--- config.mk ---
export PLATFORM = sky130hd
export DESIGN_NAME = vacc_dump_ctrl
export DESIGN_NICKNAME = d
export VERILOG_FILES = /design/src/rtl/vacc_dump_ctrl.sv
export SDC_FILE = /design/constraint.sdc
export NUM_CORES = 1
export LEC_CHECK = 0
export ABC_AREA = 1
export BUFFER_PORTS_ARGS = -buffer_cell sky130_fd_sc_hd__buf_2
export CAP_MARGIN = 20
export CORE_MARGIN = 4
export CORE_UTILIZATION = 45
export DETAILED_ROUTE_END_ITERATION = 6
export GPL_TIMING_DRIVEN = 0
export PLACE_DENSITY_LB_ADDON = 0.25
export SLEW_MARGIN = 20
export SYNTH_ARGS = -nofsm -noshare
export SYNTH_HDL_FRONTEND = slang
export SYNTH_SLANG_ARGS = --single-unit
--- constraint.sdc ---
create_clock -name clk -period 2.4 [get_ports clk]
set_input_delay 0.12 -clock clk [delete_from_list [all_inputs] [get_ports clk]]
set_output_delay 0.12 -clock clk [all_outputs]
set_load 0.005 [all_outputs]
--- src/rtl/vacc_dump_ctrl.sv ---
// Dump sequencer for the vector accumulator: issues trig, tracks the drain write
// stream, ping-pongs the readout BRAM halves and handshakes dumps with the host.
module vacc_dump_ctrl #(
  parameter int unsigned VECTOR_WIDTH   = 11,
  parameter int unsigned COUNT_WIDTH    = 32,
  parameter int unsigned TIMEOUT_CYCLES = 2**24
) (
  input  logic                    clk,
  input  logic                    rst,
  input  logic                    ce,
  input  logic                    arm,
  input  logic                    continuous,
  input  logic                    stop,
  input  logic                    host_ack,
  input  logic                    clr_err,
  input  logic                    vacc_we,
  input  logic [VECTOR_WIDTH-1:0] vacc_addr,
  output logic                    trig,
  output logic                    wr_buf,
  output logic                    rd_buf,
  output logic                    dump_ready,
  output logic [COUNT_WIDTH-1:0]  dump_count,
  output logic                    busy,
  output logic                    overrun,
  output logic                    timeout
);

  localparam int unsigned TW = $clog2(TIMEOUT_CYCLES);
  localparam logic [TW-1:0] TMO_LAST = TW'(TIMEOUT_CYCLES - 1);
  localparam logic [VECTOR_WIDTH-1:0] ADDR_LAST = '1;

  typedef enum logic [1:0] {
    S_IDLE,
    S_TRIGGERED,
    S_DRAINING,
    S_DONE
  } state_t;

  state_t                 r_state;
  logic                   r_trig;
  logic                   r_busy;
  logic                   r_wr_buf;
  logic                   r_rd_buf;
  logic                   r_dump_ready;
  logic [COUNT_WIDTH-1:0] r_dump_count;
  logic                   r_overrun;
  logic                   r_timeout;
  logic                   r_stop_pend;
  logic [TW-1:0]          r_tmo_cnt;

  logic w_last_wr;
  logic w_stop_pend;

  assign w_last_wr   = vacc_we && (vacc_addr == ADDR_LAST);
  // A stop arriving in the DONE cycle itself still prevents the re-trigger.
  assign w_stop_pend = r_stop_pend | stop;

  // Later non-blocking writes in the case arms override the generic clears
  // above them: that gives set-over-clear for the sticky flags and dump_ready.
  always_ff @(posedge clk) begin
    if (rst) begin
      r_state      <= S_IDLE;
      r_trig       <= 1'b0;
      r_busy       <= 1'b0;
      r_wr_buf     <= 1'b0;
      r_rd_buf     <= 1'b0;
      r_dump_ready <= 1'b0;
      r_dump_count <= '0;
      r_overrun    <= 1'b0;
      r_timeout    <= 1'b0;
      r_stop_pend  <= 1'b0;
      r_tmo_cnt    <= '0;
    end else if (ce) begin
      if (clr_err) begin
        r_overrun <= 1'b0;
        r_timeout <= 1'b0;
      end
      if (host_ack)
        r_dump_ready <= 1'b0;
      if (stop && (r_state != S_IDLE))
        r_stop_pend <= 1'b1;

      case (r_state)
        S_IDLE: begin
          if (arm || continuous) begin
            r_state   <= S_TRIGGERED;
            r_trig    <= 1'b1;
            r_busy    <= 1'b1;
            r_tmo_cnt <= '0;
          end
        end
        S_TRIGGERED: begin
          if (vacc_we) begin
            r_state <= S_DRAINING;
            r_trig  <= 1'b0;
          end else if (r_tmo_cnt == TMO_LAST) begin
            r_state     <= S_IDLE;
            r_trig      <= 1'b0;
            r_busy      <= 1'b0;
            r_timeout   <= 1'b1;
            r_stop_pend <= 1'b0;
          end else begin
            r_tmo_cnt <= r_tmo_cnt + TW'(1);
          end
        end
        S_DRAINING: begin
          if (w_last_wr) begin
            r_state      <= S_DONE;
            r_dump_count <= r_dump_count + COUNT_WIDTH'(1);
            r_rd_buf     <= r_wr_buf;
            r_wr_buf     <= ~r_wr_buf;
            r_dump_ready <= 1'b1;
            if (r_dump_ready && !host_ack)
              r_overrun <= 1'b1;
          end
        end
        S_DONE: begin
          if (continuous && !w_stop_pend) begin
            r_state   <= S_TRIGGERED;
            r_trig    <= 1'b1;
            r_tmo_cnt <= '0;
          end else begin
            r_state     <= S_IDLE;
            r_busy      <= 1'b0;
            r_stop_pend <= 1'b0;
          end
        end
        default: begin
          r_state     <= S_IDLE;
          r_trig      <= 1'b0;
          r_busy      <= 1'b0;
          r_stop_pend <= 1'b0;
        end
      endcase
    end
  end

  assign trig       = r_trig;
  assign busy       = r_busy;
  assign wr_buf     = r_wr_buf;
  assign rd_buf     = r_rd_buf;
  assign dump_ready = r_dump_ready;
  assign dump_count = r_dump_count;
  assign overrun    = r_overrun;
  assign timeout    = r_timeout;

endmodule
* Word-level counts from Yosys, hierarchy flattened
Cells that the tools add are included. Widths: inputs -> output; s select.
Storage, ports and cells: logic and storage cells 78, input bits 20, output and inout bits 39, flip-flop bits (word level) 66
Cells by class: equality and inequality tests 13, reduce and logical (&&, ||, !) cells 15, muxes and demuxes 35, bitwise operators 2, add/sub/neg operators 2
Operators with widths (number):
- $mux 24 | 4
- $pmux 24 s3 | 1
- $add 32x1->32 const B | 1
- $add 24x1->24 const B | 1
- $eq 24x24->1 const B | 1
- $mux 1 | 22
- $ne 2x2->1 const B | 7
- $reduce_and 6->1 | 2
- $eq 11x11->1 const B | 1
- $mux 2 | 4
- $pmux 2 s4 | 1
- $pmux 1 s3 | 2
- $reduce_and 5->1 | 1
- $eq 2x2->1 const B | 2
- $logic_and 1x1->1 | 4
- $reduce_and 4->1 | 1
- $ne 3x3->1 const B | 1
- $reduce_and 3->1 | 1
- $reduce_bool 3->1 | 1
- $eq 2x1->1 const B | 1
- $logic_not 1->1 | 2
- $logic_not 2->1 | 1
- $pmux 1 s2 | 1
- $reduce_bool 2->1 | 1
- other kinds (3) | 3

* Logic depth before layout (Yosys ltp)
Gate-level depths: netlist of run 1.
depth after elaboration 6, gate-level depth with buffers 12, depth with buffers taken out 12

* Worst setup path before layout of run 1
No wires, ideal clock.
path kind register -> register, from register r_tmo_cnt[0], to register r_tmo_cnt[21], buffers on the path 1, setup slack 767 ps, setup time 66 ps, required time 2334 ps, arrival 1566 ps, clock period less this slack 1633 ps, stages on the path, launching flop included 13, cells stage by stage dfxtp_1 > ha_1 > inv_1 > nor2_4 > nand2_4 > nor2_8 > nand3_4 > nand2_4 > inv_4 > buf_6 > nand2_1 > nand2_1 > a21oi_2
On the way: cells in the longest elaborated chain, start to end 4, elaborated cells on any way between the ends 7, those cells by class 1 x add/sub; 2 x eq/ne; 3 x mux; 1 x reduce/logical
RTL lines:
- start, declared | line 49 | logic [TW-1:0] r_tmo_cnt;
- start signal, assigned | line 103 | r_tmo_cnt <= r_tmo_cnt + TW'(1);
- $add 24x1->24 | line 103
- $mux 24 | line 96 | end else if (r_tmo_cnt == TMO_LAST) begin
- $mux 24 | line 93 | if (vacc_we) begin
- $pmux 24 s3 | line 83 | case (r_state)
Parallel ways exist; a longest one is shown, timed or not. The select of a mux whose other input is x is not followed. A chain may end at the register's enable or synchronous reset.

* Worst setup path in the final report of run 1
from register r_tmo_cnt[0], to register r_tmo_cnt[2]
Same word-level chain as after synthesis.

==> results of run 1 <==
## routing by layer
metal  part of all wire [%]  vias to the layer above  track usage [%]  wire, µm
met1                     43                     1867            23.57      4326
met2                     49                      101            36.32      4981
met4                    2.9                        0            9.918       289
met3                    4.7                       26            3.581       472
li1                       -                     2165                -         -
met5                      0                        -                0         0
## tightest hold or removal path: cells and delay by family
family | cells | cell delay (ps)
AOI/OAI and AO/OA | 1 | 60
and+or+nand+nor | 1 | 70
buffers and inverters | 2 | 110
## state kept, by name (all words and copies together), names as in the netlist, named ones only
signal and cells:
r_stop_pend 1, wr_buf 1, timeout 1, r_tmo_cnt 24
r_state 1, overrun 1, dump_count 32, trig 1
dump_ready 1, busy 1, rd_buf 1
## kinds of logic (layout without fill, tap and decap cells)
logic type	Yosys count	count (layout)	share of synthesized area, %
AO/OA/AOI/OAI	61	61	8.055
XOR/XNOR	13	13	2.897
adder cells (fa/ha/maj)	2	2	0.6366
buffers and inverters	83	156	8.628
flip-flops	66	66	33.62
AND/OR/NAND/NOR	422	422	46.16
## cells in the final DEF (no fill, tap or decap), drive strengths merged, types with 2 or more instances in the layout
cell    synthesis  final
nand2         209    209
nor2          138    138
inv            71     71
dfxtp          66     66
buf             7     65
nand3          40     40
a21oi          38     38
o21ai          20     20
clkbuf          5     17
nor3           16     16
nand4          10     10
xor2           10     10
nand3b          5      5
xnor2           3      3
nor3b           2      2
o21bai          2      2
ha              2      2
clkinv          0      2
## where the power goes
part / internal [W] / switching [W]
sequential: 0.00110 / 0.00000982
clock: 0.000500 / 0.000430
combinational: 0.0000539 / 0.000111
total: 0.00166 / 0.000551
## final cells by class
cell class | count | area (µm²)
Fill cell | 861 | 3804
Multi-Input combinational cell | 498 | 2270
Sequential cell | 66 | 1321
Timing Repair Buffer | 58 | 290.3
Inverter | 71 | 269.0
Clock buffer | 12 | 145.1
Tap cell | 105 | 131.4
Buffer | 12 | 70.07
Clock inverter | 3 | 40.04
## how the worst min path moves through the flow
stage                     cells after the start  slack (ps)  endpoint  startpoint
after detailed placement                      4         430   overrun    host_ack
final                                         4          70   overrun    host_ack
after floorplan                               2         280   timeout          ce
after global placement                        4         410   overrun    host_ack
after CTS                                     4          60   overrun    host_ack
after global routing                          4          80   overrun    host_ack
## metrics by stage
step | cells | total power (W) | setup slack (ps) | util [%] | hold WS (ps)
after floorplan | 647 | 0.001243 | 767.4 | - | 279.7
after global placement | 810 | 0.001299 | 527.9 | 52.18 | 414.4
after detailed placement | 810 | 0.001303 | 487.2 | 52.18 | 432.8
after CTS | 825 | 0.002222 | 465.7 | 54.40 | 63.46
after global routing | 825 | 0.002289 | 229.7 | 54.40 | 81.18
final | 825 | 0.002209 | 471.4 | 54.40 | 71.89
==> reports/results.tsv, run 1 <==
stage	metric	value	unit
outcome	status	complete, no violations	
worst_setup_path	crit_path_start_kind	register	
synth	netlist_area	3930	µm²
synth	synthArstFlopShare	0	%
worst_setup_path	cp_top_family	simple AND/OR/NAND/NOR gates	
global_routing	grt_pass1_wl	17.01	mm
sta	period_share	80.36	%
routing	first_iter_violations	183	
final_layout	fin_nets	738	
clocking	cts_setup_buffers	0	
die	die_area	10290	µm²
synth	synth_edf_count	0	
sta	setup_viol	0	
worst_setup_path	crit_path_end_kind	register	
hold_path	hp-class	in -> reg	
place	port_buffers	58	
worst_setup_path	crit_end	r_tmo_cnt[2]	
sta	rsz0062_at_grt	false	
final_layout	area_delta_synth_final	15.44	%
synth	ys_ff_latch	66	
sta	worstMarginPinSlew	600.8	ps
clocking	ctsHoldBuffers	0	
place	gp_congestion	0.9086	
synth	syn_area_per_cell	6.074	µm²
synth	synth-seq-area-share	33.62	%
sta	max_freq	518.5	MHz
routing	num_vias	4159	
synth	ys_top_cells_by_count	nand2_1, nor2_1, inv_1, dfxtp_1, nand3_1	
place	dp_hpwl	7.775	mm
worst_setup_path	cp_num_cells	11	
place	place_area	4352	µm²
worst_setup_path	worstPathRequired	2630	ps
worst_setup_path	reg2reg_from	r_tmo_cnt[0]	
synth	synthCells	647	
routing	route.detailed.drc	0	
synth	yosysTopAreaCellShare	33.62	%
worst_setup_path	crit_slowest_cell	dfxtp_1	
pwr	powerDensity	487.0	nW/µm²
die	row_count	33	
routing	ant_nets	0	
sta	hold_viol	0	
worst_setup_path	critPathKind	reg -> reg	
synth	synth_area_leaders	dfxtp_1, nand2_1, nor2_1	
final_layout	layout-drive-gt1-share	13.47	%
die	pin_count	59	
die	coreArea	8341	µm²
sta	finalCriticalPeriod	1929	ps
sta	final.setup.tns	0	ps
worst_setup_path	cp-startpoint	r_tmo_cnt[0]	
synth	synth.most_common_cell	nand2_1	
clocking	cts_root_buf	clkbuf_8	
clocking	htree_levels	3	
die	start_util	47.12	%
pwr	p_leak	1.826	nW
run	maxCapViolCount	0	
clocking	clock-sinks	66	
routing	finalWirelength	10.07	mm
worst_setup_path	crit_chain	ha_1 > inv_1 > nor2_4 > nand2_4 > nor2_8 > nand3_4 > nand2_4 > buf_6 > nor2_1 > o21ai_1 > nor2_1	
worst_setup_path	reg2regPathDepth	11	
synth	ys.flop_type	dfxtp_1	
global_routing	grt_usage	20.43	%
worst_setup_path	critPathMaxStageDelay	410	ps
die	die_h	101.5	µm
clocking	post_cts_resized	0	
synth	yosys.cell_types.count	34	
final_layout	post-route-cell-area	4537	µm²
routing	via_per_inst	5.041	
sta	slew_viol_final	0	
routing	firstDrtPassIters	5	
worst_setup_path	arrival	2150	ps
worst_setup_path	r2r-end	r_tmo_cnt[2]	
worst_setup_path	critPathMaxFanout	10	
global_routing	grt_pass1_vias	3848	
clocking	clk_pin_slew	70	ps
global_routing	grt_antenna_before_repair	0	
worst_setup_path	regToRegSetupSlack	470	ps
sta	skew	12.20	ps
global_routing	grt_start_max_net_pins	11	
sta	max-slew-margin-rel	59.95	%
synth	syn-num-nets	669	
global_routing	grt_overflow	0	
clocking	cts_buffer_depth	2	
clocking	cts_buffers	9	
final_layout	antennaDiodeCount	0	
pwr	ir_worst_vdd	0.2726	mV
synth	ys_warn_count	0	
worst_setup_path	critical_path_buf_inv_count	2	
clocking	clock_latency	350	ps
clocking	cts_tree	done	
synth	yosys.area.top_type	dfxtp_1	
die	die_x	101.5	µm
routing	post_drt_wl_per_cell	12.21	µm
Note: power is estimated with default switching activity, not from simulation.
==> inputs of run 2 (changes only) <==
- clock period: 2.4 -> 1.6 ns (I/O delays scaled with it)
==> reports/results.tsv, run 2 (same netlist as run 1, synthesis figures left out) <==
stage	metric	value	unit	change
clocking	cts_tree	done		unchanged
worst_setup_path	crit_path_start_kind	register		unchanged
sta	rsz0062_at_grt	true		was false
pwr	internal_power	0.002403	W	was 0.001658 W
final_layout	final_common_cell	nand2_1		unchanged
sta	worstMarginPinSlew	730.3	ps	was 600.8 ps
routing	firstDrtPassIters	5		unchanged
final_layout	antennaDiodeCount	0		unchanged
place	gp_congestion	0.8809		was 0.9086
pwr	p_sw	0.0008443	W	was 0.0005513 W
routing	num_vias	4304		was 4159
routing	ant_nets	0		unchanged
worst_setup_path	arrival	1850	ps	was 2150 ps
place	dp_slack	-304.8	ps	was 487.2 ps
pwr	p_leak	1.958	nW	was 1.826 nW
final_layout	fin_nets	754		was 738
sta	max-slew-margin-rel	51.31	%	was 59.95%
die	start_util	47.12	%	unchanged
worst_setup_path	crit_path_end_kind	register		unchanged
clocking	cts_root_buf	clkbuf_8		unchanged
routing	finalWirelength	10.59	mm	was 10.07 mm
global_routing	grt_pass1_vias	3871		was 3848
final_layout	seq_area	1353	µm²	was 1321 µm²
pwr	seqPwrFrac	51.4	%	was 50.4%
place	port_buffers	58		unchanged
clocking	htree_levels	3		unchanged
sta	skew	11.81	ps	was 12.20 ps
place	dp_hpwl	7.805	mm	was 7.775 mm
final_layout	fillCellCount	804		was 861
routing	via_per_inst	5.118		was 5.041
worst_setup_path	critPathMaxFanout	8		was 10
global_routing	grt_start_max_net_pins	11		unchanged
sta	finalCriticalPeriod	1578	ps	was 1929 ps
final_layout	area_delta_synth_final	25.25	%	was 15.44%
pwr	ir_worst_vdd	0.4597	mV	was 0.2726 mV
worst_setup_path	critPathKind	reg -> reg		unchanged
clocking	clock-sinks	66		unchanged
run	maxCapViolCount	0		unchanged
die	pin_count	59		unchanged
sta	final.setup.tns	0	ps	unchanged
die	die_area	10290	µm²	unchanged
die	coreArea	8341	µm²	unchanged
die	die_h	101.5	µm	unchanged
pwr	p_clk_share	39.0	%	was 42.1%
hold_path	hp-class	in -> reg		unchanged
die	row_count	33		unchanged
clocking	clk_pin_slew	70	ps	about the same
clocking	cts_buffer_depth	2		unchanged
clocking	cts_buffers	9		unchanged
sta	slew_viol_final	0		unchanged
global_routing	grt_usage	20.35	%	was 20.43%
die	die_x	101.5	µm	unchanged
routing	first_iter_violations	178		was 183
final_layout	layout_common_cells	nand2_1, nor2_1, inv_1		unchanged
routing	post_drt_wl_per_cell	12.59	µm	was 12.21 µm
routing	route.detailed.drc	0		unchanged
sta	period_share	98.63	%	was 80.36%
sta	hold_viol	0		unchanged
worst_setup_path	worstPathRequired	1870	ps	was 2630 ps
final_layout	multiInputGateArea	2472	µm²	was 2270 µm²
sta	max_freq	633.7	MHz	was 518.5 MHz
sta	setup_viol	0		unchanged
pwr	switching_share	26.00	%	was 24.95%
global_routing	grt_overflow	0		unchanged
pwr	p_comb_share	9.6	%	was 7.5%
outcome	status	complete, no violations		unchanged
global_routing	grt_antenna_before_repair	0		unchanged
clocking	ctsHoldBuffers	0		unchanged
clocking	clock_latency	340	ps	was 350 ps
final_layout	layout-drive-gt1-share	23.91	%	was 13.47%
pwr	powerDensity	659.7	nW/µm²	was 487.0 nW/µm²
final_layout	largest_reg_flops	32		unchanged
sta	fin_ws	21.90	ps	was 471.4 ps
global_routing	grt_pass1_wl	16.86	mm	was 17.01 mm
[run 2: metrics by stage]
stage          instances  hold slack [ps]  util [%]  cell area [µm²]  total power [W]
2_1_floorplan        647            239.7         -             3934         0.001865
3_3_place_gp         810            373.4     52.22             4355         0.001949
3_5_place_dp         810            380.2     52.22             4355         0.001955
4_1_cts              835            19.69     56.02             4672         0.003221
5_1_grt              841            67.49     59.02             4922         0.003360
6_report             841            36.44     59.02             4922         0.003247
[run 2: critical path: stages, from the launching register on]
cell,delay (ps)
dfxtp_4,360
ha_4,150
inv_4,40
nor2_4,110
nand2_4,90
nor2_8,140
nand3_4,110
nand2_8,110
inv_8,50
buf_8,120
nand2_2,50
nand2_2,50
a21oi_2,130
[run 2: what timing repair did]
item / 4_1_cts / 5_1_grt
pin swaps: 6 / 12
endpoints found under the hold margin: 0 / 0
gates cloned: 0 / 1
buffers inserted: 10 / 5
resized for setup: 24 / 62
setup endpoints to repair: 44 / 63
[run 2: path summary, 6_finish.rpt]
check / startpoint / to / slack [ps] / depth (start not counted)
setup reg to reg: r_tmo_cnt[1] / r_tmo_cnt[21] / 20 / 12
hold / removal: host_ack / overrun / 40 / 4
hold reg to reg: busy / busy / 470 / 2
setup / recovery: r_tmo_cnt[1] / r_tmo_cnt[21] / 20 / 12
[run 2: cell type report]
cell class	instances	area share, %
Buffer	12	1.729
Clock buffer	12	3.152
Clock inverter	3	0.3050
Inverter	71	5.669
Multi-Input combinational cell	498	50.23
Sequential cell	66	27.48
Tap cell	105	2.669
Timing Repair Buffer	74	8.770
[run 2: per-layer routing]
metal / global-route usage, % / routed length, µm / vias to the layer above / share of wire (%)
met5: 0 / 0 / - / 0
met4: 7.362 / 272 / 0 / 2.6
met3: 4.683 / 411 / 20 / 3.9
met2: 37.22 / 5446 / 96 / 51
met1: 22.94 / 4459 / 1983 / 42
li1: - / - / 2205 / -
[run 2: power by group through the flow]
stage | Sequential [W] | Combinational [W] | Clock [W]
6_report | 0.00167 | 0.000313 | 0.00127
5_1_grt | 0.00167 | 0.000344 | 0.00135
4_1_cts | 0.00167 | 0.000263 | 0.00129
3_5_place_dp | 0.00171 | 0.000247 | 0
3_3_place_gp | 0.00171 | 0.000242 | 0
2_1_floorplan | 0.00171 | 0.000159 | 0
